File: src/rtl/alu_seq.sv
// alu_seq -- multi-cycle execute-stage ALU with a start/busy/done handshake.
//
// Single-cycle ops (ADD, SUB, AND, OR, XOR, NOR, SLTU, SLT and divide by zero)
// complete one cycle after start. MULU (shift-add) and DIVU/REMU (restoring
// division) iterate one bit per cycle and complete WIDTH+1 cycles after start.
//
// Ports:
//   clk    rising-edge clock
//   rst    synchronous active-high reset (also aborts an operation in flight)
//   start  one-cycle request, only sampled while idle
//   op1    operand A, captured when start is accepted
//   op2    operand B, captured when start is accepted
//   sel    4-bit operation code, captured when start is accepted
//   busy   high while a multi-cycle operation is in progress
//   done   one-cycle pulse; R_OP, R_HI and the flags are valid
//   R_OP   result low word / quotient (remainder for REMU)
//   R_HI   product high word / remainder (quotient for REMU); 0 otherwise
//   ZF     R_OP == 0
//   OF     signed overflow for ADD/SUB
//   DZ     divide by zero for DIVU/REMU
module alu_seq #(
    parameter int WIDTH      = 32,
    parameter bit MUL_DIV_EN = 1'b1
) (
    input  logic             clk,
    input  logic             rst,
    input  logic             start,
    input  logic [WIDTH-1:0] op1,
    input  logic [WIDTH-1:0] op2,
    input  logic [3:0]       sel,
    output logic             busy,
    output logic             done,
    output logic [WIDTH-1:0] R_OP,
    output logic [WIDTH-1:0] R_HI,
    output logic             ZF,
    output logic             OF,
    output logic             DZ
);
    localparam int CW = $clog2(WIDTH + 1);

    localparam logic [3:0] OP_AND  = 4'b0000;
    localparam logic [3:0] OP_OR   = 4'b0001;
    localparam logic [3:0] OP_ADD  = 4'b0010;
    localparam logic [3:0] OP_XOR  = 4'b0011;
    localparam logic [3:0] OP_SUB  = 4'b0110;
    localparam logic [3:0] OP_SLTU = 4'b0111;
    localparam logic [3:0] OP_MULU = 4'b1000;
    localparam logic [3:0] OP_DIVU = 4'b1001;
    localparam logic [3:0] OP_REMU = 4'b1010;
    localparam logic [3:0] OP_SLT  = 4'b1011;
    localparam logic [3:0] OP_NOR  = 4'b1100;

    typedef enum logic [1:0] {S_IDLE, S_MUL, S_DIV, S_FIN} state_t;

    state_t          state_reg, state_next;
    logic [CW-1:0]   cnt_reg, cnt_next;
    logic            done_reg, done_next;
    logic [WIDTH-1:0] r_op_reg, r_hi_reg;
    logic            zf_reg, of_reg, dz_reg;

    logic            load_out;
    logic [WIDTH-1:0] out_lo_next, out_hi_next;
    logic            of_next, dz_next;
    logic            start_mul, start_div, step_en;
    logic [WIDTH-1:0] fin_lo, fin_hi;

    // ---------------- single-cycle datapath ----------------
    logic [3:0]       op_eff;
    logic [WIDTH-1:0] add_res, sub_res, alu_lo, alu_hi;
    logic             alu_of, alu_dz;

    assign add_res = op1 + op2;
    assign sub_res = op1 - op2;

    // Without the iterative unit, the multiply/divide codes fall back to ADD.
    always_comb begin
        op_eff = sel;
        if (!MUL_DIV_EN && (sel == OP_MULU || sel == OP_DIVU || sel == OP_REMU))
            op_eff = OP_ADD;
    end

    always_comb begin
        alu_lo = add_res;
        alu_hi = '0;
        alu_of = 1'b0;
        alu_dz = 1'b0;
        case (op_eff)
            OP_SUB: begin
                alu_lo = sub_res;
                // Overflow test with B inverted: operands of differing sign.
                alu_of = (op1[WIDTH-1] != op2[WIDTH-1]) && (sub_res[WIDTH-1] != op1[WIDTH-1]);
            end
            OP_AND:  alu_lo = op1 & op2;
            OP_OR:   alu_lo = op1 | op2;
            OP_XOR:  alu_lo = op1 ^ op2;
            OP_NOR:  alu_lo = ~(op1 | op2);
            OP_SLTU: begin
                alu_lo    = '0;
                alu_lo[0] = (op1 < op2);
            end
            OP_SLT: begin
                alu_lo    = '0;
                alu_lo[0] = ($signed(op1) < $signed(op2));
            end
            // Only reached as single-cycle ops when the divisor is zero.
            OP_DIVU: begin
                alu_lo = '1;
                alu_hi = op1;
                alu_dz = 1'b1;
            end
            OP_REMU: begin
                alu_lo = op1;
                alu_hi = '1;
                alu_dz = 1'b1;
            end
            default: begin
                alu_lo = add_res;
                alu_of = (op1[WIDTH-1] == op2[WIDTH-1]) && (add_res[WIDTH-1] != op1[WIDTH-1]);
            end
        endcase
    end

    // ---------------- control FSM ----------------
    always_comb begin
        state_next  = state_reg;
        cnt_next    = cnt_reg;
        done_next   = 1'b0;
        load_out    = 1'b0;
        out_lo_next = alu_lo;
        out_hi_next = alu_hi;
        of_next     = alu_of;
        dz_next     = alu_dz;
        start_mul   = 1'b0;
        start_div   = 1'b0;
        step_en     = 1'b0;
        case (state_reg)
            S_IDLE: begin
                if (start) begin
                    if (MUL_DIV_EN && op_eff == OP_MULU) begin
                        start_mul  = 1'b1;
                        cnt_next   = CW'(WIDTH);
                        state_next = S_MUL;
                    end else if (MUL_DIV_EN && (op_eff == OP_DIVU || op_eff == OP_REMU)
                                 && op2 != '0) begin
                        start_div  = 1'b1;
                        cnt_next   = CW'(WIDTH);
                        state_next = S_DIV;
                    end else begin
                        load_out  = 1'b1;
                        done_next = 1'b1;
                    end
                end
            end
            // WIDTH-1 steps are registered here; the last step is folded
            // into FIN so the result lands exactly WIDTH+1 cycles after start.
            S_MUL, S_DIV: begin
                step_en  = 1'b1;
                cnt_next = cnt_reg - 1'b1;
                if (cnt_reg == CW'(2))
                    state_next = S_FIN;
            end
            S_FIN: begin
                load_out    = 1'b1;
                done_next   = 1'b1;
                out_lo_next = fin_lo;
                out_hi_next = fin_hi;
                of_next     = 1'b0;
                dz_next     = 1'b0;
                cnt_next    = '0;
                state_next  = S_IDLE;
            end
            default: state_next = S_IDLE;
        endcase
    end

    always_ff @(posedge clk) begin
        if (rst) begin
            state_reg <= S_IDLE;
            cnt_reg   <= '0;
            done_reg  <= 1'b0;
            r_op_reg  <= '0;
            r_hi_reg  <= '0;
            zf_reg    <= 1'b0;
            of_reg    <= 1'b0;
            dz_reg    <= 1'b0;
        end else begin
            state_reg <= state_next;
            cnt_reg   <= cnt_next;
            done_reg  <= done_next;
            if (load_out) begin
                r_op_reg <= out_lo_next;
                r_hi_reg <= out_hi_next;
                zf_reg   <= (out_lo_next == '0);
                of_reg   <= of_next;
                dz_reg   <= dz_next;
            end
        end
    end

    // ---------------- iterative multiply / divide unit ----------------
    generate
        if (MUL_DIV_EN) begin : g_md
            // hi/lo form one 2*WIDTH shift register: product high:low for
            // multiply, remainder:dividend(->quotient) for divide.
            logic [WIDTH-1:0] hi_reg, lo_reg, dvs_reg;
            logic             div_reg, rem_reg;
            logic [WIDTH:0]   mul_sum, div_sh;
            logic             div_ge;
            logic [WIDTH-1:0] nxt_hi, nxt_lo;

            always_comb begin
                mul_sum = {1'b0, hi_reg} + (lo_reg[0] ? {1'b0, dvs_reg} : '0);
                div_sh  = {hi_reg, lo_reg[WIDTH-1]};
                div_ge  = (div_sh >= {1'b0, dvs_reg});
                if (div_reg) begin
                    // The true difference is below the divisor, so W bits suffice.
                    nxt_hi = div_ge ? (div_sh[WIDTH-1:0] - dvs_reg) : div_sh[WIDTH-1:0];
                    nxt_lo = {lo_reg[WIDTH-2:0], div_ge};
                end else begin
                    nxt_hi = mul_sum[WIDTH:1];
                    nxt_lo = {mul_sum[0], lo_reg[WIDTH-1:1]};
                end
            end

            always_ff @(posedge clk) begin
                if (rst) begin
                    hi_reg  <= '0;
                    lo_reg  <= '0;
                    dvs_reg <= '0;
                    div_reg <= 1'b0;
                    rem_reg <= 1'b0;
                end else if (start_mul || start_div) begin
                    hi_reg  <= '0;
                    lo_reg  <= op1;
                    dvs_reg <= op2;
                    div_reg <= start_div;
                    rem_reg <= start_div && (sel == OP_REMU);
                end else if (step_en) begin
                    hi_reg <= nxt_hi;
                    lo_reg <= nxt_lo;
                end
            end

            assign fin_lo = rem_reg ? nxt_hi : nxt_lo;
            assign fin_hi = rem_reg ? nxt_lo : nxt_hi;
        end else begin : g_no_md
            assign fin_lo = '0;
            assign fin_hi = '0;
        end
    endgenerate

    assign busy = (state_reg != S_IDLE);
    assign done = done_reg;
    assign R_OP = r_op_reg;
    assign R_HI = r_hi_reg;
    assign ZF   = zf_reg;
    assign OF   = of_reg;
    assign DZ   = dz_reg;

endmodule

File: config.mk
export PLATFORM = sky130hd
export DESIGN_NAME = alu_seq
export DESIGN_NICKNAME = d
export VERILOG_FILES = /design/src/rtl/alu_seq.sv
export SDC_FILE = /design/constraint.sdc
export NUM_CORES = 1
export LEC_CHECK = 0
export CORE_UTILIZATION = 55
export CTS_BUF_LIST = sky130_fd_sc_hd__clkbuf_8 sky130_fd_sc_hd__clkbuf_16
export DETAILED_ROUTE_END_ITERATION = 7
export HOLD_SLACK_MARGIN = 0.03
export PLACE_DENSITY = 0.79
export SLEW_MARGIN = 20
export SYNTH_ARGS = -nofsm -noshare
export SYNTH_HDL_FRONTEND = slang
export SYNTH_SLANG_ARGS = --single-unit
File: constraint.sdc
create_clock -name clk -period 9 [get_ports clk]
set_input_delay 1.8 -clock clk [delete_from_list [all_inputs] [get_ports clk]]
set_output_delay 1.8 -clock clk [all_outputs]
set_load 0.02 [all_outputs]
# ---- After elaboration in Yosys (flattened, before gate mapping)
# Index checks and enable logic that the tools add are counted.
dict set report classes {
  n_addsub 5
  magnitude_cmp 3
  eq_ne 20
  muxes 37
  bitwise_logic 4
  reduce_logical 18
}
# operator count
set ops {}
lappend ops {{$mux 32} 10}
lappend ops {{$pmux 32 s9} 1}
lappend ops {{$lt 32x32->1} 2}
lappend ops {{$pmux 32 s2} 1}
lappend ops {{$sub 32x32->32} 2}
lappend ops {{$add 32x32->33} 1}
lappend ops {{$ge 33x32->1} 1}
lappend ops {{$add 32x32->32} 1}
lappend ops {{$and 32x32->32} 1}
lappend ops {{$logic_not 32->1} 1}
lappend ops {{$not 32->32} 1}
lappend ops {{$or 32x32->32} 1}
lappend ops {{$reduce_bool 32->1} 1}
lappend ops {{$xor 32x32->32} 1}
lappend ops {{$eq 4x4->1 const B} 5}
lappend ops {{$mux 6} 3}
lappend ops {{$pmux 6 s3} 1}
lappend ops {{$mux 1} 14}
lappend ops {{$eq 4x3->1 const B} 2}
lappend ops {{$mux 2} 4}
lappend ops {{$reduce_or 8->1} 1}
lappend ops {{$eq 6x2->1 const B} 1}
lappend ops {{$pmux 2 s3} 1}
lappend ops {{$reduce_or 2->1} 3}
lappend ops {{other kinds (17)} 27}
dict set report word_totals {
  reg_bits 174
  in_bits 71
  out_inout_bits 69
  word_cells 100
}

# ---- Longest topological paths before layout
dict set report logic_depth {
  ltp_word 9
  depth_mapped 18
  ltp_nobuf 17
}

# ---- Least setup slack after synthesis
# No wires, ideal clock.
dict set report synth_timing {
  kind {input port to flip-flop}
  start {in op1[0]}
  end {reg zf_reg, in the netlist ZF}
  setup_ns 0.069
  arrival_ns 4.757
  t_required_ns 8.931
  path_slack_ns 4.174
  stages 15
  n_path_buf 0
  cell_sequence {ha_1 -> inv_1 -> fa_1 -> nand2b_1 -> a211o_1 -> a21oi_1 -> o21bai_2 -> a31oi_1 -> a311o_2 -> nor2_1 -> a2111oi_0 -> o31ai_1 -> nor4_2 -> nand4b_1 -> o21ai_1}
}
dict set report synth_via {
  elab_chain_len 5
  word_cells_on_any_way 11
  cone_classes {2 x add/sub; 2 x order compare; 2 x mux; 4 x bitwise; 1 x reduce/logical}
}
# item line_no
set synth_lines {}
lappend synth_lines {{from (decl)} 28} ;# input logic [WIDTH-1:0] op1,
lappend synth_lines {{parallel branches: the longest is 2 deep, another holds $add 32x32->32} n/a}
lappend synth_lines {{$pmux 32 s9 (*)} 87} ;# case (op_eff)
lappend synth_lines {{$mux 32 (*)} 136} ;# case (state_reg)
lappend synth_lines {{$logic_not 32->1 (*)} 193} ;# zf_reg <= (out_lo_next == '0);
lappend synth_lines {{to (signal assigned)} 193}
lappend synth_lines {{to (decl)} 59} ;# logic zf_reg, of_reg, dz_reg;
# Mark *: on every way between the ends.
# A chain may end at the register's enable or synchronous reset.

# ---- Worst setup path after layout
dict set report layout_timing {
  start {in op2[0]}
  end {reg zf_reg, in the netlist ZF}
}
dict set report layout_via {
  elab_chain_len 6
  word_cells_on_any_way 17
  cone_classes {2 x add/sub; 2 x order compare; 6 x mux; 4 x bitwise; 3 x reduce/logical}
}
# item line_no
set layout_lines {}
lappend layout_lines {{from (decl)} 29} ;# input logic [WIDTH-1:0] op2,
lappend layout_lines {{parallel branches: the longest is 6 deep, another holds $add 32x32->32} n/a}
# Parallel ways; which one is timed is not known.

==> results_dict.tcl <==
set metrics [dict create \
    status "complete, no violations" \
    synth_area_per_cell_um2 6.998 \
    final.min_clock_period_ns 6.602 \
    rsz0062_at_grt "no" \
    grt_pass1_vias 20663 \
    area_growth_pct 10.89 \
    ant_nets 0 \
    placedInstanceArea_um2 20650 \
    cp.required_ns 9.39 \
    htreeDepth 4 \
    tightestPinTransition_ns 1.236 \
    synth.cell_area_um2 19180 \
    core_um2 34460 \
    rows 68 \
    ys.flop_type "dfxtp_1" \
    synth_cell_types 116 \
    slew_viol_final 0 \
    finalNetCount 2989 \
    synth-seq-area-share 0.1816 \
    io_pins 140 \
    grt_usage 0.4585 \
    grt-ovfl-total 0 \
    via_per_inst 7.028 \
    grt_pass1_wl_um 125600 \
    worstSetupStartpointType "input port" \
    syn_nets 2981 \
    start_util 0.5567 \
    clockBufferDepth 2 \
    drv_cap 0 \
    hold_buffers 0 \
    maxSlewHeadroom 0.1731 \
    peakVddDrop_uv 269.1 \
    wl_um 84000 \
    cts_root_buffer "clkbuf_16" \
    clk_latency_ns 0.45 \
    crit_path_max_fanout 5 \
    final_util 0.6173 \
    setup_viol 0 \
    whs_ns 0.4595 \
    p_per_area_nw_per_um2 230.4 \
    drtPass1Iterations 7 \
    dp_hpwl_um 63440 \
    clk_pin_slew_ns 0.08 \
    io_buffers 139 \
    crit_arrival_ns 6.99 \
    setup_ws_ns 2.398 \
    place_congestion 1.051 \
    finalHoldViolCount 0 \
    final_cell_area_um2 21270 \
    highest_layer "met5" \
    drive_gt1_frac 0.05395 \
    async_flop_share 0 \
    fp.dieW_um 188.8 \
    period_share 0.7336 \
    routedWlPerCell_um 26.10 \
    clock_skew_ns 0.01441 \
    criticalPathCategory "input port to flip-flop" \
    end_kind "flip-flop" \
    cts_tree "built" \
    post_cts_buffers 0 \
    synth_edf_count 0 \
    max_freq_ghz 0.1515 \
    die_area_um2 35630 \
    wl_met1_um 33070 \
    ys.warnings.count 0 \
    antenna_found_initial 2 \
    dpl_worst_slack_ns 2.281 \
    dr_wl_met3_um 10320 \
    netlist_instances 2741 \
    grt_max_degree 89 \
    drtIter0Drc 3463 \
    cts_num_sinks 174 \
    ys_seq_elements 174 \
    layout_common_cells "363 x nor2_1, 316 x a21oi_1, 256 x nand2_1" \
    hold_class "flip-flop to flip-flop" \
    num_vias 22615 \
    layout_commonest_cell "nor2_1" \
    met2_length_um 35170 \
    drcViolationCount 0 \
    die_y_um 188.8 \
    tns_ns 0 \
    cts_buffers 17 \
    cts_resized 0 \
    leakage_nw 8.347 \
]
[metal layers]
layer / GRT usage / up-vias
li1: - / 9991
met4: 0.2605 / 2
met3: 0.09778 / 287
met5: 0 / -
met1: 0.6082 / 10654
met2: 0.6851 / 1681
[power breakdown]
| part | total (mW) | internal [mW] | switching, mW |
|---|---|---|---|
| clock network | 0.789 | 0.404 | 0.385 |
| logic | 3.03 | 1.06 | 1.97 |
| registers | 1.08 | 0.917 | 0.166 |
[cells by family (layout without fill, tap and decap cells)]
kind of cell | count (synthesis) | in the layout | share of synthesized area
simple gates | 962 | 962 | 0.2324
compound gates | 944 | 944 | 0.3284
buf+inv | 351 | 372 | 0.07527
flops | 174 | 174 | 0.1816
fa+ha+maj | 169 | 169 | 0.1118
mux | 78 | 78 | 0.04175
xor+xnor | 63 | 63 | 0.02877
other cells | 0 | 1 | 0
[through the flow]
stage | total power, mW | cells
after floorplan | 3.113 | 2741
after global placement | 3.938 | 3185
after detailed placement | 3.972 | 3185
after CTS | 4.758 | 3217
after global routing | 5.122 | 3217
final | 4.900 | 3218
[cells in the mapped netlist (22+ instances only)]
master      n  area, um2
nor4_1     28      175.2
o211ai_1   34      255.2
a31oi_1    28      175.2
nand3_1    45      225.2
mux2i_1    62      620.6
o21ai_0   134      670.6
ha_1      165       2064
a22oi_1    22      165.2
a211oi_1   79      593.1
a21o_1     32      240.2
dfxtp_1   174       3483
and2_1     42      262.8
o22ai_1    39      244.0
xnor2_1    43      376.6
nand4_1    35      219.0
nor3_1     67      335.3
buf_2      37      185.2
nand2_1   257      964.7
inv_1     165      619.3
nor2b_1    23      143.9
nor2_1    363       1363
a21oi_1   317       1587
clkbuf_1  111      416.7
[worst paths after layout]
check / from / to / slack (ns) / cells past startpoint
setup reg to reg: g_md.lo_reg[0] / ZF / 4.17 / 15
hold / removal: R_OP[0] / R_OP[0] / 0.46 / 2
setup / recovery: op2[0] / ZF / 2.40 / 16
hold reg to reg: R_OP[0] / R_OP[0] / 0.46 / 2
[critical path: stages]
cell,delay (ns)
clkdlybuf4s50_1,0.72
ha_1,0.31
inv_1,0.07
fa_1,0.40
nand2b_1,0.18
a211o_1,0.43
a21oi_1,0.25
o21bai_2,0.13
a31oi_1,0.48
a311o_2,0.33
nor2_1,0.05
a2111oi_0,0.99
o31ai_1,0.31
nor4_2,0.28
nand4b_1,0.12
o21ai_1,0.12
[layout make-up]
type	count	area (um2)
Multi-Input combinational cell	2216	14330
Fill cell	3187	13190
Sequential cell	174	3488
Timing Repair Buffer	171	1629
Inverter	169	634.4
Tap cell	455	569.3
Clock buffer	17	425.4
Clock inverter	15	192.7
Antenna cell	1	2.502
No activity file was read; power rests on OpenSTA's default activity.
